==> config.mk <==
export PLATFORM = sky130hd
export DESIGN_NAME = eth_tx_axis_pkt_gen
export DESIGN_NICKNAME = d
export VERILOG_FILES = /design/src/rtl/eth_pkt_gen_pkg.sv /design/src/rtl/eth_pkt_gen_prbs31.sv /design/src/rtl/eth_tx_axis_pkt_gen.sv
export SDC_FILE = /design/constraint.sdc
export NUM_CORES = 1
export LEC_CHECK = 0
export ABC_AREA = 0
export CORE_UTILIZATION = 48
export CTS_CLUSTER_SIZE = 12
export DETAILED_ROUTE_END_ITERATION = 6
export GPL_TIMING_DRIVEN = 0
export PLACE_DENSITY = 0.77
export SLEW_MARGIN = 30
export SYNTH_ARGS = -nofsm -noshare
export SYNTH_HDL_FRONTEND = slang
export SYNTH_SLANG_ARGS = --single-unit
==> constraint.sdc <==
create_clock -name i_clk -period 7.3 [get_ports i_clk]
set_input_delay 2.19 -clock i_clk [delete_from_list [all_inputs] [get_ports i_clk]]
set_output_delay 2.19 -clock i_clk [all_outputs]
set_load 0.1 [all_outputs]
==> src/rtl/eth_pkt_gen_pkg.sv <==
// Shared types and constants for the Ethernet TX AXI-S packet generator.
package eth_pkt_gen_pkg;

    // Default bus widths of the Ethernet TX channel.
    localparam int ETH_TDATA_WIDTH = 64;
    localparam int ETH_TUSER_WIDTH = 1;

    // Configuration field widths.
    localparam int LEN_W = 14;
    localparam int CNT_W = 32;
    localparam int IPG_W = 8;

    // PRBS-31 register value loaded on every start.
    localparam logic [30:0] PRBS31_SEED = 31'h7FFF_FFFF;

    typedef enum logic [1:0] {
        IDLE,
        SEND,
        GAP
    } gen_state_e;

    typedef struct packed {
        logic [LEN_W-1:0] len;
        logic [CNT_W-1:0] num_pkts;
        logic [IPG_W-1:0] ipg;
    } gen_cfg_t;

    // Clamp a requested packet length into [lo, hi].
    function automatic logic [LEN_W-1:0] clamp_len(input logic [LEN_W-1:0] len,
                                                   input int lo, input int hi);
        logic [LEN_W-1:0] res;
        res = len;
        if (32'(len) < 32'(lo)) res = LEN_W'(lo);
        else if (32'(len) > 32'(hi)) res = LEN_W'(hi);
        return res;
    endfunction

endpackage

==> src/rtl/eth_pkt_gen_prbs31.sv <==
// Parallel PRBS-31 (x^31 + x^28 + 1) word generator.
// Produces N_WORDS successive 32-bit words per step; i_load restarts from the
// seed, i_adv moves the register past the words currently presented.
module eth_pkt_gen_prbs31
    import eth_pkt_gen_pkg::*;
#(
    parameter int N_WORDS = 1
) (
    input  logic                   i_clk,
    input  logic                   i_rst,
    input  logic                   i_load,
    input  logic                   i_adv,
    output logic [N_WORDS*32-1:0]  o_words
);

    logic [30:0]          r_lfsr;
    logic [30:0]          w_lfsr_nxt;
    logic [30:0]          w_v;
    logic                 w_fb;
    logic [N_WORDS*32-1:0] w_bits;

    // Unroll the LFSR for N_WORDS*32 steps; each step emits one output bit.
    always_comb begin
        w_v    = r_lfsr;
        w_fb   = 1'b0;
        w_bits = '0;
        for (int i = 0; i < N_WORDS*32; i++) begin
            w_fb      = w_v[30] ^ w_v[27];
            w_bits[i] = w_fb;
            w_v       = {w_v[29:0], w_fb};
        end
        w_lfsr_nxt = w_v;
    end

    // LFSR state: seed on reset/load, step on every accepted beat.
    always_ff @(posedge i_clk) begin
        if (i_rst || i_load) r_lfsr <= PRBS31_SEED;
        else if (i_adv)      r_lfsr <= w_lfsr_nxt;
    end

    assign o_words = w_bits;

endmodule

==> src/rtl/eth_tx_axis_pkt_gen.sv <==
// Ethernet TX AXI-S traffic source for loopback/bring-up builds.
// Sends programmable-length packets with a deterministic payload so the RX
// checker can verify every byte. Define ETH_TX_PKT_GEN_PRBS_EN to replace the
// low 32 bits of every lane with a PRBS-31 stream.
module eth_tx_axis_pkt_gen
    import eth_pkt_gen_pkg::*;
#(
    parameter int TDATA_WIDTH = ETH_TDATA_WIDTH,
    parameter int TUSER_WIDTH = ETH_TUSER_WIDTH,
    parameter int LEN_MIN     = 64,
    parameter int LEN_MAX     = 9600
) (
    input  logic                     i_clk,
    input  logic                     i_rst,
    input  logic                     i_start,
    input  logic                     i_stop,
    input  logic [LEN_W-1:0]         i_cfg_len,
    input  logic [CNT_W-1:0]         i_cfg_num_pkts,
    input  logic [IPG_W-1:0]         i_cfg_ipg,
    output logic                     o_busy,
    output logic                     o_done,
    output logic [CNT_W-1:0]         o_pkt_cnt,
    output logic                     o_m_tvalid,
    input  logic                     i_m_tready,
    output logic [TDATA_WIDTH-1:0]   o_m_tdata,
    output logic [TDATA_WIDTH/8-1:0] o_m_tkeep,
    output logic                     o_m_tlast,
    output logic [TUSER_WIDTH-1:0]   o_m_tuser
);

    localparam int BYTES  = TDATA_WIDTH / 8;
    localparam int LANES  = TDATA_WIDTH / 64;
    localparam int BEAT_W = $clog2(LEN_MAX / BYTES + 1);

    gen_state_e        r_state, w_state_nxt;
    gen_cfg_t          r_cfg;
    logic [BEAT_W-1:0] r_beat;
    logic [IPG_W-1:0]  r_gap_cnt;
    logic [CNT_W-1:0]  r_pkt_cnt;
    logic              r_stop_pend;

    logic [31:0]       w_len_u, w_beats_m1, w_rem;
    logic [BEAT_W-1:0] w_last_idx;
    logic [BYTES-1:0]  w_last_keep;
    logic              w_tvalid, w_start_acc, w_accept, w_last_beat, w_last_acc;
    logic              w_run_end, w_done;
    logic [LANES-1:0][31:0] w_lane_lo;
    logic [TDATA_WIDTH-1:0] w_tdata;

    // Packet geometry from the latched (already clamped) length.
    always_comb begin
        w_len_u    = 32'(r_cfg.len);
        w_beats_m1 = (w_len_u - 32'd1) / 32'(BYTES);
        w_rem      = w_len_u - w_beats_m1 * 32'(BYTES);
        w_last_idx = BEAT_W'(w_beats_m1);
        for (int i = 0; i < BYTES; i++) w_last_keep[i] = (32'(i) < w_rem);
    end

    assign w_tvalid    = (r_state == SEND);
    assign w_start_acc = (r_state == IDLE) && i_start;
    assign w_accept    = w_tvalid && i_m_tready;
    assign w_last_beat = (r_beat == w_last_idx);
    assign w_last_acc  = w_accept && w_last_beat;
    // A stop arriving on the final beat still ends the run there.
    assign w_run_end   = ((r_cfg.num_pkts != '0) && (r_pkt_cnt + CNT_W'(1) == r_cfg.num_pkts))
                         || r_stop_pend || i_stop;

    // Next-state and done-pulse decode.
    always_comb begin
        w_state_nxt = r_state;
        w_done      = 1'b0;
        case (r_state)
            IDLE: if (i_start) w_state_nxt = SEND;
            SEND: begin
                if (w_last_acc) begin
                    if (w_run_end) begin
                        w_state_nxt = IDLE;
                        w_done      = 1'b1;
                    end else if (r_cfg.ipg != '0) begin
                        w_state_nxt = GAP;
                    end else begin
                        w_state_nxt = SEND;
                    end
                end
            end
            GAP: begin
                if (r_stop_pend || i_stop) begin
                    w_state_nxt = IDLE;
                    w_done      = 1'b1;
                end else if (r_gap_cnt == IPG_W'(1)) begin
                    w_state_nxt = SEND;
                end
            end
            default: w_state_nxt = IDLE;
        endcase
        if (i_rst) w_done = 1'b0;
    end

    // State register.
    always_ff @(posedge i_clk) begin
        if (i_rst) r_state <= IDLE;
        else       r_state <= w_state_nxt;
    end

    // Config latch, beat/gap/packet counters and pending-stop flag.
    always_ff @(posedge i_clk) begin
        if (i_rst) begin
            r_cfg       <= '0;
            r_beat      <= '0;
            r_gap_cnt   <= '0;
            r_pkt_cnt   <= '0;
            r_stop_pend <= 1'b0;
        end else if (w_start_acc) begin
            r_cfg       <= '{len:      clamp_len(i_cfg_len, LEN_MIN, LEN_MAX),
                             num_pkts: i_cfg_num_pkts,
                             ipg:      i_cfg_ipg};
            r_beat      <= '0;
            r_pkt_cnt   <= '0;
            r_stop_pend <= 1'b0;
        end else begin
            if (w_accept) r_beat <= w_last_beat ? '0 : r_beat + BEAT_W'(1);
            if (w_last_acc) r_pkt_cnt <= r_pkt_cnt + CNT_W'(1);
            if (w_last_acc)             r_gap_cnt <= r_cfg.ipg;
            else if (r_state == GAP)    r_gap_cnt <= r_gap_cnt - IPG_W'(1);
            if (w_state_nxt == IDLE)    r_stop_pend <= 1'b0;
            else if (i_stop)            r_stop_pend <= 1'b1;
        end
    end

`ifdef ETH_TX_PKT_GEN_PRBS_EN
    logic [LANES*32-1:0] w_prbs;

    eth_pkt_gen_prbs31 #(.N_WORDS(LANES)) u_prbs (
        .i_clk   (i_clk),
        .i_rst   (i_rst),
        .i_load  (w_start_acc),
        .i_adv   (w_accept),
        .o_words (w_prbs)
    );

    // Low lane word comes from successive PRBS words.
    always_comb begin
        for (int k = 0; k < LANES; k++) w_lane_lo[k] = w_prbs[k*32 +: 32];
    end
`else
    // Low lane word is the byte offset of the lane within the packet.
    always_comb begin
        for (int k = 0; k < LANES; k++)
            w_lane_lo[k] = 32'(r_beat) * 32'(BYTES) + 32'(k * 8);
    end
`endif

    // Lane assembly: {pkt_id, low word}; bus reads zero while not valid.
    always_comb begin
        w_tdata = '0;
        if (w_tvalid) begin
            for (int k = 0; k < LANES; k++) w_tdata[k*64 +: 64] = {r_pkt_cnt, w_lane_lo[k]};
        end
    end

    assign o_busy     = (r_state != IDLE);
    assign o_done     = w_done;
    assign o_pkt_cnt  = r_pkt_cnt;
    assign o_m_tvalid = w_tvalid;
    assign o_m_tdata  = w_tdata;
    assign o_m_tlast  = w_tvalid && w_last_beat;
    assign o_m_tkeep  = !w_tvalid ? '0 : (w_last_beat ? w_last_keep : '1);
    assign o_m_tuser  = '0;

endmodule

==> metrics.md, run 1 <==
| Metric | Value |
|---|---|
| Status | finished, final reports clean |
| Post-synthesis area per instance | 7.471 um^2 |
| Starting Density | 50.08% |
| Tot GR Track Use | 27.66% |
| Peak VDD IR | 0.1254 mV |
| Clock tree root driver cell | clkbuf_16 |
| Die width | 126.1 um |
| Met3 Resource Use GR | 4.588% |
| Crit Path Category | flip-flop to output pin |
| Via count | 7611 |
| Synth cell count leaders | nand2_1, dfxtp_1, nor2_1 |
| Ys flop type | dfxtp_1 |
| Worst-skew pair later-pin latency | 370 ps |
| DRT Pass-1 Iters | 5 |
| CTS max path bufs | 2 |
| Inserted Clock Buffers | 9 |
| Hold_buf cts | 0 |
| Total routed wirelength | 22210 um |
| Power Dens Cells | 172.0 mW/mm^2 |
| Buffers and inverters on the worst path | 6 |
| Antenna diodes | 0 |
| Setup violators final | 0 |
| Vias in the first global route | 6876 |
| Initial antenna violation count | 0 |
| GRT overflow | 0 |
| Critical Path AT | 4830 ps |
| Inst Count DP | 1338 |
| Clock slew at reported path FFs | 70 ps |
| # IOs | 168 |
| Worst-path cell chain | clkbuf_1 > or4_1 > buf_2 > inv_2 > buf_4 > nand3_1 > nor2_1 > ha_1 > clkbuf_1 > xnor2_2 > a32o_1 > a32oi_1 > o211ai_1 > a31o_2 > nand2b_1 > a41oi_1 > clkdlybuf4s15_2 |
| Global routing's busiest layer | met2 |
| Crit path max-delay family | buffers and inverters |
| RSZ-0062 raised after global routing | yes |
| Synth top area cells | dfxtp_1, nand2_1, xnor2_1 |
| Largest stage delay, worst path | 590 ps |
| Final hold vios | 0 |
| Hold Crit Class | flip-flop to flip-flop |
| Area added between synthesis and finish | 27.65% |
| WL per Instance | 16.37 um |
| Crit path capture type | output pin |
| Final Max Slew Viols | 0 |
| Mapped cell area | 0.007388 mm^2 |
| Final period util | 96.19% |
| TNS Setup | 0 ps |
| Clk sinks | 108 |
| H-tree depth | 3 |
| Met2 Track Usage GR | 46.44% |
| Area of the die | 0.01589 mm^2 |
| Most used cell, CP | clkbuf_1 |
| Max_cap viols | 0 |
| Netlist cell types | 76 |
| Synth top area share | 29.26% |
| Post-Synthesis Cells | 989 |
| Final nets | 1246 |
| Post-synth EDFFs | 0 |
| Post-synthesis sequential area ratio | 29.26% |
| # rows | 44 |
| IO Port Bufs | 144 |
| CP max-delay cell | clkdlybuf4s15_2 |
| Pin count of the biggest net entering global routing | 20 |
| Minimum clock period | 7022 ps |
| Fmax | 142.4 MHz |
| Count leader, synth | nand2_1 |
| Layout cells sized above 1 | 7.587% |
| Crit-path max FO | 10 |
| TritonCTS clock tree | yes |
| Asr flop ratio synth | 0% |
| Core area | 0.01475 mm^2 |
| Via density | 5.609 |
| Slew headroom | 30.03% |
| Finished Layout Cells | 1357 |
| RD Place Congestion | 0.9330 |
| Register bit total from synthesis | 108 |
| Skew final | 12.27 ps |
| Worst EP required | 5110 ps |
| Syn. warnings | 0 |
| Drc violations | 0 |
| Met1 Usage GRT | 35.56% |
| Post-route ant nets | 0 |
| DIE HEIGHT | 126.1 um |
| CP startpoint kind | flip-flop |
| Leakage power | 0.003470 uW |
| DR iter-0 viols | 524 |
| Worst Tran Pin Value | 1046 ps |
| Fill cell count | 1344 |
| Placed wire-length estimate | 17000 um |
| Yosys top cell by area | dfxtp_1 |
| First-pass GRT wire length | 34910 um |
layer usage:
layer	vias up	share of wire (%)
li1	3805	-
met1	3509	45
met2	259	47
met3	38	5.6
met4	0	2.7
met5	-	0
registers in the layout, indices dropped and copies added (netlist names):
register,flops
r_gap_cnt,8
r_state,2
r_cfg,54
r_beat,11
o_pkt_cnt,32
r_stop_pend,1
final cells by class:
class	count	area, um^2	area share, %
multi-input combinational	793	4807	50.97
inverter	22	82.58	0.8756
buffer	86	432.9	4.590
tap	184	230.2	2.441
sequential	108	2162	22.92
timing repair buffer	148	1430	15.16
clock buffer	10	229.0	2.428
clock inverter	6	57.56	0.6102
cell families (layout without fill, tap and decap cells):
| group | count (synthesis) | in the layout | synth area share [%] |
|---|---|---|---|
| buffers and inverters | 109 | 272 | 7.011 |
| AO/OA/AOI/OAI | 201 | 201 | 18.34 |
| XOR/XNOR | 97 | 97 | 11.50 |
| adder cells (fa/ha/maj) | 19 | 19 | 3.218 |
| flip-flops | 108 | 108 | 29.26 |
| other | 1 | 22 | 0.05076 |
| AND/OR/NAND/NOR | 453 | 453 | 30.48 |
| multiplexers | 1 | 1 | 0.1355 |
tightest hold or removal path: stages, from the launching register on:
cell     delay, ps
dfxtp_1        320
nand2_1         60
a21oi_1         50
path summary, 6_finish.rpt:
check / slack, ps / from / to / depth (start not counted)
worst max-delay path: 280 / r_cfg[42] / o_m_tkeep[1] / 17
worst min register to register: 480 / r_cfg[5] / r_cfg[5] / 2
worst max register to register: 2850 / r_cfg[42] / o_pkt_cnt[25] / 16
worst min-delay path: 480 / r_cfg[5] / r_cfg[5] / 2
where the power goes:
group / internal [uW] / total, uW / switching [uW] / leakage (uW)
clock: 239 / 491 / 252 / 0.000133
combinational: 172 / 498 / 327 / 0.00246
sequential: 609 / 633 / 24.1 / 0.000879
through the flow:
stage	util (%)	setup slack (ps)	hold WS [ps]	instance area, um^2	power (uW)
floorplan	-	269.4	445.8	7467	1012
CTS	63.73	11.49	480.7	9403	1618
global placement	61.94	-803.8	468.2	9139	1133
finish	63.92	278.4	480.5	9432	1622
global route	63.92	-19.00	503.0	9432	1697
detailed placement	61.94	-824.1	468.5	9139	1136
placed cells by master (no fill, tap or decap), types with 4 or more instances in the layout:
cell and n:
a211oi_1 13, a21o_1 6, a21oi_1 70, a22o_1 6, a31oi_1 4, a41oi_1 7, and2_1 42, and3_1 5
buf_2 21, buf_4 28, clkbuf_1 47, clkbuf_16 9, clkdlybuf4s50_1 134, conb_1 22, dfxtp_1 108, ha_1 19
inv_1 20, nand2_1 146, nand2b_1 7, nand3_1 31, nand4_1 22, nor2_1 85, nor2b_1 6, nor3_1 34
nor4_1 29, o2111ai_1 4, o211ai_1 6, o21ai_0 36, o2bb2ai_1 4, o31ai_1 8, or3_1 12, or4_1 6
xnor2_1 48, xor2_1 48
what timing repair did:
item,CTS,global route
endpoints found under the setup margin,9,9
resized for setup,45,4
pin swaps,1,2
buffers inserted,0,4
(Power assumes the default switching activity.)
==> inputs of run 2 (changes only) <==
- CELL_PAD_IN_SITES_DETAIL_PLACEMENT: default -> 1
- CELL_PAD_IN_SITES_GLOBAL_PLACEMENT: default -> 2
- CORE_UTILIZATION: 48 -> 29
- PLACE_DENSITY: 0.77 -> default
- PLACE_DENSITY_LB_ADDON: default -> 0.1
==> run 2 against run 1 <==
The run now ends with design-rule violations left. Via count about the same. Global-route usage down 6.8 points. Sequential cell count unchanged. Sequential power about the same. Worst setup slack worse by 1.0 ps. Worst hold slack better by 3.4 ps. Routed wire length up 22%. Count of clock-buffer cells in the layout down 1. Critical path type unchanged. Critical endpoint is now o_m_tkeep[5].
==> metrics.md, run 2 (synthesized netlist as in run 1, its figures left out) <==
| Metric | Value |
|---|---|
| Tot GR Track Use | 20.89% (-6.8 points) |
| Commonest non-fill, non-tap cell in the layout | nand2_1 |
| Worst Tran Pin Value | 1001 ps (-45.02 ps) |
| Post-route ant nets | 0 (unchanged) |
| Skew final | 15.84 ps (+3.574 ps) |
| Clock slew at reported path FFs | 80 ps (about the same) |
| Slew headroom | 33.08% (+3.0 points) |
| Largest stage delay, worst path | 490 ps (-100 ps) |
| # IOs | 168 (unchanged) |
| Antenna diodes | 0 (unchanged) |
| Initial antenna violation count | 0 (unchanged) |
| Final hold vios | 0 (unchanged) |
| Highest routed metal layer | met4 |
| Finished layout cell area | 0.009662 mm^2 (+2.4%) |
| Placed wire-length estimate | 21130 um (+24%) |
| Reg-to-reg setup timing slack | 2860 ps (about the same) |
| Clock tree root driver cell | clkbuf_16 |
| Core area | 0.02511 mm^2 (+70%) |
| DRT Pass-1 Iters | 6 (+1) |
| Leakage power | 0.003494 uW (+0.69%) |
| Met1 Routed Length | 12600 um (+27%) |
| DR iter-0 viols | 295 (-44%) |
| Hold EP | r_cfg[5] |
| Final Total Pwr | 1688 uW (+4.1%) |
| Total routed wirelength | 27000 um (+22%) |
| Area of the die | 0.02612 mm^2 (+64%) |
| IO Port Bufs | 144 (unchanged) |
| Finished Layout Cells | 1505 (+11%) |
| Status | finished, violations left |
| Worst R2R Path Depth | 16 (unchanged) |
| Final nets | 1248 (+0.16%) |
| Crit path max-delay family | compound AO/OA/AOI/OAI gates |
| RR Startpoint | r_cfg[42] |
| Fmax | 142.4 MHz (about the same) |
| Drc violations | 1 (+1) |
| DR WL met2 | 13100 um (+25%) |
| Final period util | 96.20% (about the same) |
| Hold Crit Class | flip-flop to flip-flop |
| Violated checks | design-rule violations |
| Area after DPL | 0.009324 mm^2 (+2.0%) |
| Hold_buf cts | 0 (unchanged) |
| CP max-delay cell | or4_1 |
| Final Util | 38.48% (-25 points) |
| Most frequent cells in the layout | nand2_1, clkdlybuf4s50_1, dfxtp_1 |
| Setup violators final | 0 (unchanged) |
| Hold slack | 483.8 ps (+3.389 ps) |
| Largest register FFs | 54 (unchanged) |
| Inserted Clock Buffers | 9 (unchanged) |
| Buffers and inverters on the worst path | 7 (+1) |
| Clk sinks | 108 (unchanged) |
| Crit Path Category | flip-flop to output pin |
| Pin count of the biggest net entering global routing | 20 (unchanged) |
| Worst hold start | r_cfg[5] |
| WL per Instance | 17.94 um (+9.6%) |
| Via density | 5.052 (-9.9%) |
| Critical Path AT | 4830 ps (about the same) |
| Power Dens Cells | 174.7 mW/mm^2 (+1.6%) |
| CTS max path bufs | 2 (unchanged) |
| Final Max Slew Viols | 0 (unchanged) |
| TritonCTS clock tree | yes |
| Minimum clock period | 7023 ps (+1.041 ps) |
| DIE HEIGHT | 161.6 um (+28%) |
| Worst EP required | 5110 ps (about the same) |
| # rows | 58 (+32%) |
| GRT overflow | 0 (unchanged) |
| Register with the most flip-flops | r_cfg |
| Die width | 161.6 um (+28%) |
| Layout cells sized above 1 | 7.915% (+0.33 points) |
| Hold Path Depth | 2 (unchanged) |
| RD Place Congestion | 0.8147 (-13%) |
| Worst-path cell chain | clkbuf_1 > or4_1 > buf_2 > inv_2 > buf_4 > nand3_1 > nor2_1 > ha_1 > clkbuf_1 > xnor2_1 > a32o_1 > a32oi_1 > o211ai_1 > a31o_2 > a2111oi_4 > buf_4 > a41oi_1 > clkbuf_4 |
| Inst Count DP | 1484 (+11%) |
| Crit-path max FO | 10 (unchanged) |
| Worst-skew pair later-pin latency | 370 ps (about the same) |
| Vias in the first global route | 7615 (+11%) |
| Area added between synthesis and finish | 30.77% |
| CP startpoint kind | flip-flop |
| First-pass GRT wire length | 42570 um (+22%) |
| Crit path capture type | output pin |
| Peak VDD IR | 0.1107 mV (-12%) |
| WL met3 | 884 um (-28%) |
| Max_cap viols | 0 (unchanged) |
| R2r endpoint | r_gap_cnt[7] |
| Starting Density | 29.42% (-21 points) |
| Via count | 7604 (-0.092%) |
| H-tree depth | 3 (unchanged) |
[run 2: final cells by class]
| type | instances | area, um^2 |
|---|---|---|
| fillers | 3148 | 15450 |
| multi-input cells | 793 | 4808 |
| flip-flops and latches | 108 | 2162 |
| repair buffers | 149 | 1453 |
| plain buffers | 87 | 437.9 |
| well taps | 330 | 412.9 |
| clock buffers | 9 | 225.2 |
| inverters | 22 | 82.58 |
| clock inverters | 7 | 80.08 |
[run 2: stage by stage]
stage	TNS, ps	setup slack [ps]
2_1_floorplan	0	269.4
3_3_place_gp	-2479	-1070
6_report	0	277.3
4_1_cts	0	54.78
3_5_place_dp	-3089	-1052
5_1_grt	-19.51	-19.51
[run 2: timing repair]
action	in CTS	in global routing
pin swaps	1	3
endpoints found under the setup margin	9	9
cloned	0	0
resized for setup	49	13
buffers inserted	1	4
[run 2: worst max path at each step]
stage                    start            to  slack (ps)  cells after the start
floorplan            r_cfg[41]  o_m_tkeep[7]         270                     16
global placement    i_m_tready        o_done       -1070                     10
detailed placement  i_m_tready        o_done       -1050                     11
CTS                  r_cfg[42]        o_done          50                     18
global route         r_cfg[42]        o_done         -20                     18
finish               r_cfg[42]  o_m_tkeep[5]         280                     18
[run 2: where the power goes]
part | switching, uW | internal (uW)
clock network | 268 | 273
registers | 25.7 | 609
logic | 336 | 176
[run 2: tightest hold or removal path: cells and delay by family (launching register included)]
family | cells | cell delay (ps)
and+or+nand+nor | 1 | 60
DFF | 1 | 330
AOI/OAI and AO/OA | 1 | 50
[run 2: layer usage]
| metal | vias to the layer above | track usage [%] |
|---|---|---|
| li1 | 3804 | - |
| met1 | 3648 | 26.88 |
| met2 | 131 | 36.11 |
| met3 | 21 | 3.236 |
| met4 | 0 | 5.489 |
| met5 | - | 0 |
==> inputs of run 3 (changes only) <==
- HOLD_SLACK_MARGIN: default -> 0.02
==> results of run 3 <==
Final layout, timing and power as in run 2 (identical DEF).
